$ cat config.mk
export PLATFORM = sky130hd
export DESIGN_NAME = mem_stage_sb
export DESIGN_NICKNAME = d
export VERILOG_FILES = /design/src/rtl/mem_stage_sb.sv
export SDC_FILE = /design/constraint.sdc
export NUM_CORES = 1
export LEC_CHECK = 0
export CAP_MARGIN = 20
export CORE_ASPECT_RATIO = 1.75
export CORE_MARGIN = 4
export CORE_UTILIZATION = 42
export CTS_CLUSTER_DIAMETER = 200
export DETAILED_ROUTE_END_ITERATION = 10
export PLACE_DENSITY_LB_ADDON = 0.1
export SYNTH_ARGS = -nofsm -noshare
export SYNTH_HDL_FRONTEND = slang
export SYNTH_SLANG_ARGS = --single-unit
$ cat constraint.sdc
create_clock -name clk_i -period 5.1 [get_ports clk_i]
set_input_delay 1.53 -clock clk_i [delete_from_list [all_inputs] [get_ports clk_i]]
set_output_delay 1.53 -clock clk_i [all_outputs]
set_load 0.05 [all_outputs]
$ cat src/rtl/mem_stage_sb.sv
// mem_stage_sb: pipeline MEM stage with load/store alignment, a Wishbone B4 classic
// single-access master and a posted-write store buffer of SB_DEPTH entries.
// Optional build macro MEM_BUS_TIMEOUT_EN adds a bus timeout counter (TIMEOUT cycles).
module mem_stage_sb #(
  parameter int unsigned SB_DEPTH = 2,
  parameter int unsigned TIMEOUT  = 255
) (
  input  logic        clk_i,
  input  logic        rst_i,
  input  logic [31:0] mem_alu_i,
  input  logic [31:0] mem_rsc2_i,
  input  logic [31:0] mem_pc_i,
  input  logic [31:0] mem_pc4_i,
  input  logic [4:0]  mem_rd_i,
  input  logic        mem_kill_i,
  input  logic        mem_is_mem_i,
  input  logic        mem_we_mem_i,
  input  logic [2:0]  mem_funct3_i,
  output logic [31:0] mem_pc_o,
  output logic [31:0] mem_pc4_o,
  output logic [31:0] mem_alu_o,
  output logic [4:0]  mem_rd_o,
  output logic [31:0] mem_out_o,
  output logic        mem_stall_o,
  output logic        mem_trap_o,
  output logic [1:0]  mem_cause_o,
  output logic        mem_store_err_o,
  output logic [31:0] mem_store_err_addr_o,
  input  logic [31:0] wbs_dat_i,
  input  logic        wbs_ack_i,
  input  logic        wbs_err_i,
  output logic        wbs_cyc_o,
  output logic        wbs_stb_o,
  output logic        wbs_we_o,
  output logic [31:0] wbs_addr_o,
  output logic [31:0] wbs_dat_o,
  output logic [3:0]  wbs_sel_o
);

  localparam int unsigned PtrW = (SB_DEPTH > 1) ? $clog2(SB_DEPTH) : 1;
  localparam int unsigned CntW = $clog2(SB_DEPTH + 1);

  typedef enum logic [1:0] {StIdle, StLoad, StDrain, StResp} state_e;

  state_e          state_q;
  logic            cyc_q, stb_q, we_q;
  logic [31:0]     addr_q, dat_q, out_q, store_err_addr_q;
  logic [3:0]      sel_q;
  logic            store_err_q, resp_trap_q, killed_q;
  logic [2:0]      ld_f3_q;
  logic [1:0]      ld_a_q;

  logic [31:0]     sb_addr_q [SB_DEPTH];
  logic [31:0]     sb_dat_q  [SB_DEPTH];
  logic [3:0]      sb_sel_q  [SB_DEPTH];
  logic [PtrW-1:0] wr_ptr_q, rd_ptr_q;
  logic [CntW-1:0] count_q;

  logic [1:0]  a;
  logic        f3_ok, misal, issue, dec_trap, load_req, store_req;
  logic        sb_full, sb_empty, enq, pop, busy, timeout, bus_resp, bus_err;
  logic [3:0]  sel_dec;
  logic [31:0] wdat_dec, shifted, ld_ext;

  assign mem_pc_o  = mem_pc_i;
  assign mem_pc4_o = mem_pc4_i;
  assign mem_alu_o = mem_alu_i;
  assign mem_rd_o  = mem_rd_i;

  assign a = mem_alu_i[1:0];

  // Decode access size into lane select, replicated write data and alignment check
  always_comb begin
    sel_dec  = 4'b1111;
    wdat_dec = mem_rsc2_i;
    misal    = 1'b0;
    case (mem_funct3_i[1:0])
      2'b00: begin
        sel_dec  = 4'b0001 << a;
        wdat_dec = {4{mem_rsc2_i[7:0]}};
      end
      2'b01: begin
        sel_dec  = 4'b0011 << a;
        wdat_dec = {2{mem_rsc2_i[15:0]}};
        misal    = a[0];
      end
      default: misal = (a != 2'b00);
    endcase
    if (mem_we_mem_i) f3_ok = (mem_funct3_i == 3'b000) || (mem_funct3_i == 3'b001) ||
                              (mem_funct3_i == 3'b010);
    else              f3_ok = (mem_funct3_i == 3'b000) || (mem_funct3_i == 3'b001) ||
                              (mem_funct3_i == 3'b010) || (mem_funct3_i == 3'b100) ||
                              (mem_funct3_i == 3'b101);
  end

  // In LOAD/RESP the instruction in the stage is the load already in flight
  assign issue     = mem_is_mem_i && !mem_kill_i && (state_q == StIdle || state_q == StDrain);
  assign dec_trap  = issue && (!f3_ok || misal);
  assign load_req  = issue && !mem_we_mem_i && f3_ok && !misal;
  assign store_req = issue && mem_we_mem_i && f3_ok && !misal;

  assign sb_full  = (count_q == CntW'(SB_DEPTH));
  assign sb_empty = (count_q == '0);
  assign enq      = store_req && !sb_full;
  assign busy     = (state_q == StLoad) || (state_q == StDrain);
  assign bus_resp = busy && (wbs_ack_i || wbs_err_i || timeout);
  assign bus_err  = wbs_err_i || timeout;
  assign pop      = (state_q == StDrain) && bus_resp;

`ifdef MEM_BUS_TIMEOUT_EN
  localparam int unsigned ToW = $clog2(TIMEOUT + 1);
  logic [ToW-1:0] to_cnt_q;

  assign timeout = busy && !wbs_ack_i && !wbs_err_i && (to_cnt_q == ToW'(TIMEOUT - 1));

  // Count silent cycles of the current bus access; restarts with every access
  always_ff @(posedge clk_i or posedge rst_i) begin
    if (rst_i)                                          to_cnt_q <= '0;
    else if (busy && !wbs_ack_i && !wbs_err_i && !timeout) to_cnt_q <= to_cnt_q + 1'b1;
    else                                                to_cnt_q <= '0;
  end
`else
  assign timeout = 1'b0;
`endif

  // Shift the addressed lane down, then sign- or zero-extend
  always_comb begin
    shifted = wbs_dat_i >> {ld_a_q, 3'b000};
    case (ld_f3_q)
      3'b000:  ld_ext = {{24{shifted[7]}}, shifted[7:0]};
      3'b001:  ld_ext = {{16{shifted[15]}}, shifted[15:0]};
      3'b100:  ld_ext = {24'h0, shifted[7:0]};
      3'b101:  ld_ext = {16'h0, shifted[15:0]};
      default: ld_ext = shifted;
    endcase
  end

  // Stall: loads until the response, stores only while the buffer is full
  always_comb begin
    unique case (state_q)
      StIdle, StDrain: mem_stall_o = load_req || (store_req && sb_full);
      StLoad:          mem_stall_o = !mem_kill_i;
      default:         mem_stall_o = 1'b0;
    endcase
  end

  // Precise trap: decode faults immediately, bus faults in RESP
  always_comb begin
    mem_trap_o  = 1'b0;
    mem_cause_o = 2'b00;
    if (state_q == StResp) begin
      mem_trap_o  = resp_trap_q;
      mem_cause_o = resp_trap_q ? 2'b11 : 2'b00;
    end else if (dec_trap) begin
      mem_trap_o  = 1'b1;
      mem_cause_o = !f3_ok ? 2'b11 : (mem_we_mem_i ? 2'b10 : 2'b01);
    end
  end

  // Bus FSM with registered Wishbone and response outputs
  always_ff @(posedge clk_i or posedge rst_i) begin
    if (rst_i) begin
      state_q <= StIdle;
      cyc_q <= 1'b0; stb_q <= 1'b0; we_q <= 1'b0;
      addr_q <= '0; dat_q <= '0; sel_q <= '0;
      out_q <= '0; resp_trap_q <= 1'b0; killed_q <= 1'b0;
      store_err_q <= 1'b0; store_err_addr_q <= '0;
      ld_f3_q <= '0; ld_a_q <= '0;
    end else begin
      store_err_q <= 1'b0;
      unique case (state_q)
        StIdle: begin
          if (load_req && sb_empty) begin
            state_q <= StLoad;
            cyc_q <= 1'b1; stb_q <= 1'b1; we_q <= 1'b0;
            addr_q <= {mem_alu_i[31:2], 2'b00}; dat_q <= '0; sel_q <= sel_dec;
            ld_f3_q <= mem_funct3_i; ld_a_q <= a; killed_q <= 1'b0;
          end else if (!sb_empty) begin
            state_q <= StDrain;
            cyc_q <= 1'b1; stb_q <= 1'b1; we_q <= 1'b1;
            addr_q <= {sb_addr_q[rd_ptr_q][31:2], 2'b00};
            dat_q <= sb_dat_q[rd_ptr_q]; sel_q <= sb_sel_q[rd_ptr_q];
          end
        end
        StLoad: begin
          if (bus_resp) begin
            cyc_q <= 1'b0; stb_q <= 1'b0; addr_q <= '0; sel_q <= '0;
            if (killed_q || mem_kill_i) begin
              state_q <= StIdle;
            end else begin
              state_q <= StResp;
              if (bus_err) resp_trap_q <= 1'b1;
              else         out_q <= ld_ext;
            end
          end else if (mem_kill_i) begin
            killed_q <= 1'b1;
          end
        end
        StDrain: begin
          if (bus_resp) begin
            state_q <= StIdle;
            cyc_q <= 1'b0; stb_q <= 1'b0; we_q <= 1'b0;
            addr_q <= '0; dat_q <= '0; sel_q <= '0;
            if (bus_err) begin
              store_err_q      <= 1'b1;
              store_err_addr_q <= sb_addr_q[rd_ptr_q];
            end
          end
        end
        StResp: begin
          state_q <= StIdle;
          out_q <= '0; resp_trap_q <= 1'b0;
        end
      endcase
    end
  end

  // Store buffer pointers and occupancy
  always_ff @(posedge clk_i or posedge rst_i) begin
    if (rst_i) begin
      wr_ptr_q <= '0;
      rd_ptr_q <= '0;
      count_q  <= '0;
    end else begin
      if (enq) wr_ptr_q <= (wr_ptr_q == PtrW'(SB_DEPTH - 1)) ? '0 : wr_ptr_q + 1'b1;
      if (pop) rd_ptr_q <= (rd_ptr_q == PtrW'(SB_DEPTH - 1)) ? '0 : rd_ptr_q + 1'b1;
      if (enq && !pop)      count_q <= count_q + 1'b1;
      else if (!enq && pop) count_q <= count_q - 1'b1;
    end
  end

  // Store buffer storage; entries are only read when valid
  always_ff @(posedge clk_i) begin
    if (enq) begin
      sb_addr_q[wr_ptr_q] <= mem_alu_i;
      sb_dat_q[wr_ptr_q]  <= wdat_dec;
      sb_sel_q[wr_ptr_q]  <= sel_dec;
    end
  end

  assign wbs_cyc_o            = cyc_q;
  assign wbs_stb_o            = stb_q;
  assign wbs_we_o             = we_q;
  assign wbs_addr_o           = addr_q;
  assign wbs_dat_o            = dat_q;
  assign wbs_sel_o            = sel_q;
  assign mem_out_o            = out_q;
  assign mem_store_err_o      = store_err_q;
  assign mem_store_err_addr_o = store_err_addr_q;

endmodule

==> impl_metrics.ini <==
[outcome]
outcome = finished clean

[yosys]
async_flop_share = 0.5177
ys_ff_latch = 282
synth_area_per_cell_um2 = 12.96
synth_cells = 965
synth_ff_type = dfrtp_1
synth_area_um2 = 12510
yosys_warnings = 0
synth.yosys.seq_area_share = 0.6186
synth_edf_count = 136
synthDistinctLibCells = 49

[power_and_ir_drop]
p_total_mw = 9.365
irDropWorstVdd_v = 0.0003210
p_leak_nw = 6.281
power.density_nw_per_um2 = 586.1

[hold_path]
hold_end = mem_store_err_addr_o[0]
worstHoldStart = mem_store_err_addr_o[0]
holdPathStages = 2
min_path_type = reg -> reg

[detailed_routing]
drtIter0Drc = 312
vias = 8129
post_drt_wl_per_cell_um = 21.51
drt_wl_total_um = 33060
viasPerCell = 5.289
dr.pass1.iters = 4
drc = 0
ant_nets = 0

[cells_and_area]
final_common_cell = clkdlybuf4s50_1
fin_util = 0.5437
drive_gt1_frac = 0.1169
fin_cells = 1537
fillCellCount = 2581
final_nets = 1314
n_antenna_cell = 0
layout-area-overhead-vs-synth_pct = 27.74
mostFrequentLayoutCells = clkdlybuf4s50_1, dfrtp_1, edfxtp_1
regArea_um2 = 7741
multi_input_area_um2 = 3757

[global_routing]
grt-ovfl-total = 0
track_usage = 0.1969
grt_max_degree = 147
antenna_found_initial = 0
grt_pass1_wl_um = 50940
first_global_vias = 8705

[die]
io_pins = 416
design.core.area_um2 = 29390
rows = 83
initial_utilization = 0.4256
die_w_um = 138.5
die-area_um2 = 32720
die_y_um = 236.3

[job]
max_cap_viol_count = 0

[timing]
fin_crit_ps = 4771
skew_ps = 13.74
rsz0062_at_grt = no
layout_worst_path_cycle_share = 0.9355
max_freq_ghz = 0.2096
hold_viol = 0
setup_viol = 0
worst_hold_slack_ps = 475.0
worstMarginPinSlew_ps = 1113
relSlewSlack = 0.2526
slew_violations = 0
fin_setup_tns_ps = 0

[critical_path]
crit_family = buffers and inverters
required_ps = 3570
critPathLaunchType = input pin
crit_arrival_ps = 3240
critical_path_class = in -> out
path_max_fanout = 6
worstRegToRegCells = 8
rr_endpoint = sb_addr_q[1][21]
worstPathCellList = clkdlybuf4s50_1 > a21oi_1 > nand2_1 > nor3_1 > a221oi_1 > nor2_1 > buf_12
r2r_start = state_q[0]
end_kind = output port
rrSetupSlack_ps = 2310
cpMaxStageDelayCell = clkdlybuf4s50_1
worst-path-buf-inv = 2
cp_slowest_stage_delay_ps = 540

[place]
gp_routability_congestion = 0.7441
dp_hpwl_um = 21860
place_inst = 1487
portBuffers = 275

[clock_tree]
clock-sinks = 282
cts_tree = built
post_cts.repair.setup_buffers = 0
cts_root_buf = clkbuf_16
post_cts_resized = 0
holdBufCountCts = 0
cts_buffers = 27
clk_pin_slew_ps = 60
cts.path.max_buffers = 3
cts_htree_levels = 1
clock_latency_ps = 560
## cells in the mapped netlist, types with 3 or more instances
cell type  number  area share
a21oi_1        22      0.0088
buf_4         108       0.065
nand3_1         3      0.0012
edfxtp_1      136        0.33
ha_1            5      0.0050
or2_2           3      0.0015
o21ai_0        97       0.039
nand2b_1        3      0.0015
o21ai_1         7      0.0028
dfrtp_1       146        0.29
clkbuf_1       32      0.0096
buf_1           4      0.0012
mux2i_1        92       0.074
xor2_1          3      0.0021
nand2_1        99       0.030
a221o_1        38       0.030
a221o_2        12       0.011
nor2b_1         3      0.0015
nor2_1         20      0.0060
nand3b_1        8      0.0048
buf_2          14      0.0056
o2bb2ai_1      33       0.023
nor3_1          3      0.0012
mux2_2         30       0.027
inv_1           9      0.0027
## worst reg2reg max path, stage by stage, from the launching register on
cell and delay (ps):
dfrtp_1 420, inv_1 120, ha_1 420, o211ai_1 170, buf_4 180, nor4_1 310
buf_4 220, and2_4 360, buf_4 300
## per-layer routing
metal  track usage  up-vias  wire length (µm)
li1              -     3792                 -
met1        0.2203     4008             12210
met2        0.3666      239             17660
met3       0.03164       90              1781
met4       0.08421        0              1400
met5             0        -                 0
## how the worst max path moves through the flow
stage / start / endpoint / slack [ps] / cells after the start
2_1_floorplan: mem_funct3_i[0] / sb_addr_q[0][0] / 330 / 5
3_3_place_gp: mem_funct3_i[0] / mem_cause_o[0] / 280 / 7
3_5_place_dp: mem_funct3_i[0] / mem_stall_o / 310 / 7
4_1_cts: mem_funct3_i[0] / mem_stall_o / 300 / 7
5_1_grt: mem_funct3_i[0] / mem_stall_o / 190 / 7
6_report: mem_funct3_i[0] / mem_stall_o / 330 / 7
## per-stage QoR
step           area (µm²)  worst slack, ps
3_3_place_gp        15030            278.9
6_report            15980            328.7
3_5_place_dp        15030            313.8
4_1_cts             15980            304.7
2_1_floorplan       12520            332.4
5_1_grt             15980            191.5
## layout make-up
cell class / instances / share of cell area
well taps: 382 / 0.02991
inverters: 9 / 0.002349
clock inverters: 14 / 0.01323
multi-input cells: 514 / 0.2352
repair buffers: 300 / 0.1886
flip-flops and latches: 282 / 0.4845
clock buffers: 36 / 0.04628
## power breakdown
part	leakage, nW	switching (mW)	internal (mW)
combinational	2.68	2.61	1.45
sequential	3.13	0.357	2.80
clock	0.469	0.872	1.28
## registers in the layout, summed over array words and instances, names as in the netlist
name and flops:
rd_ptr_q 1, sb_dat_q 64, mem_store_err_addr_o 32, wbs_dat_o 32
wbs_sel_o 4, state_q 2, sb_sel_q 8, mem_store_err_o 1
wbs_we_o 1, wbs_addr_o 30, sb_addr_q 64, ld_a_q 2
wr_ptr_q 1, wbs_stb_o 1, count_q 2, resp_trap_q 1
mem_out_o 32, ld_f3_q 3, killed_q 1
## cell families (layout without fill, tap and decap cells)
logic type,count (synthesis),count (layout),share of synthesized area
AND/OR/NAND/NOR,153,153,0.05852
adder cells (fa/ha/maj),5,5,0.005002
other,1,2,0.0002998
flip-flops,282,282,0.6186
XOR/XNOR,5,5,0.003502
AO/OA/AOI/OAI,227,227,0.1273
buffers and inverters,170,359,0.08613
multiplexers,122,122,0.1006
No activity file was read; power rests on OpenSTA's default activity.
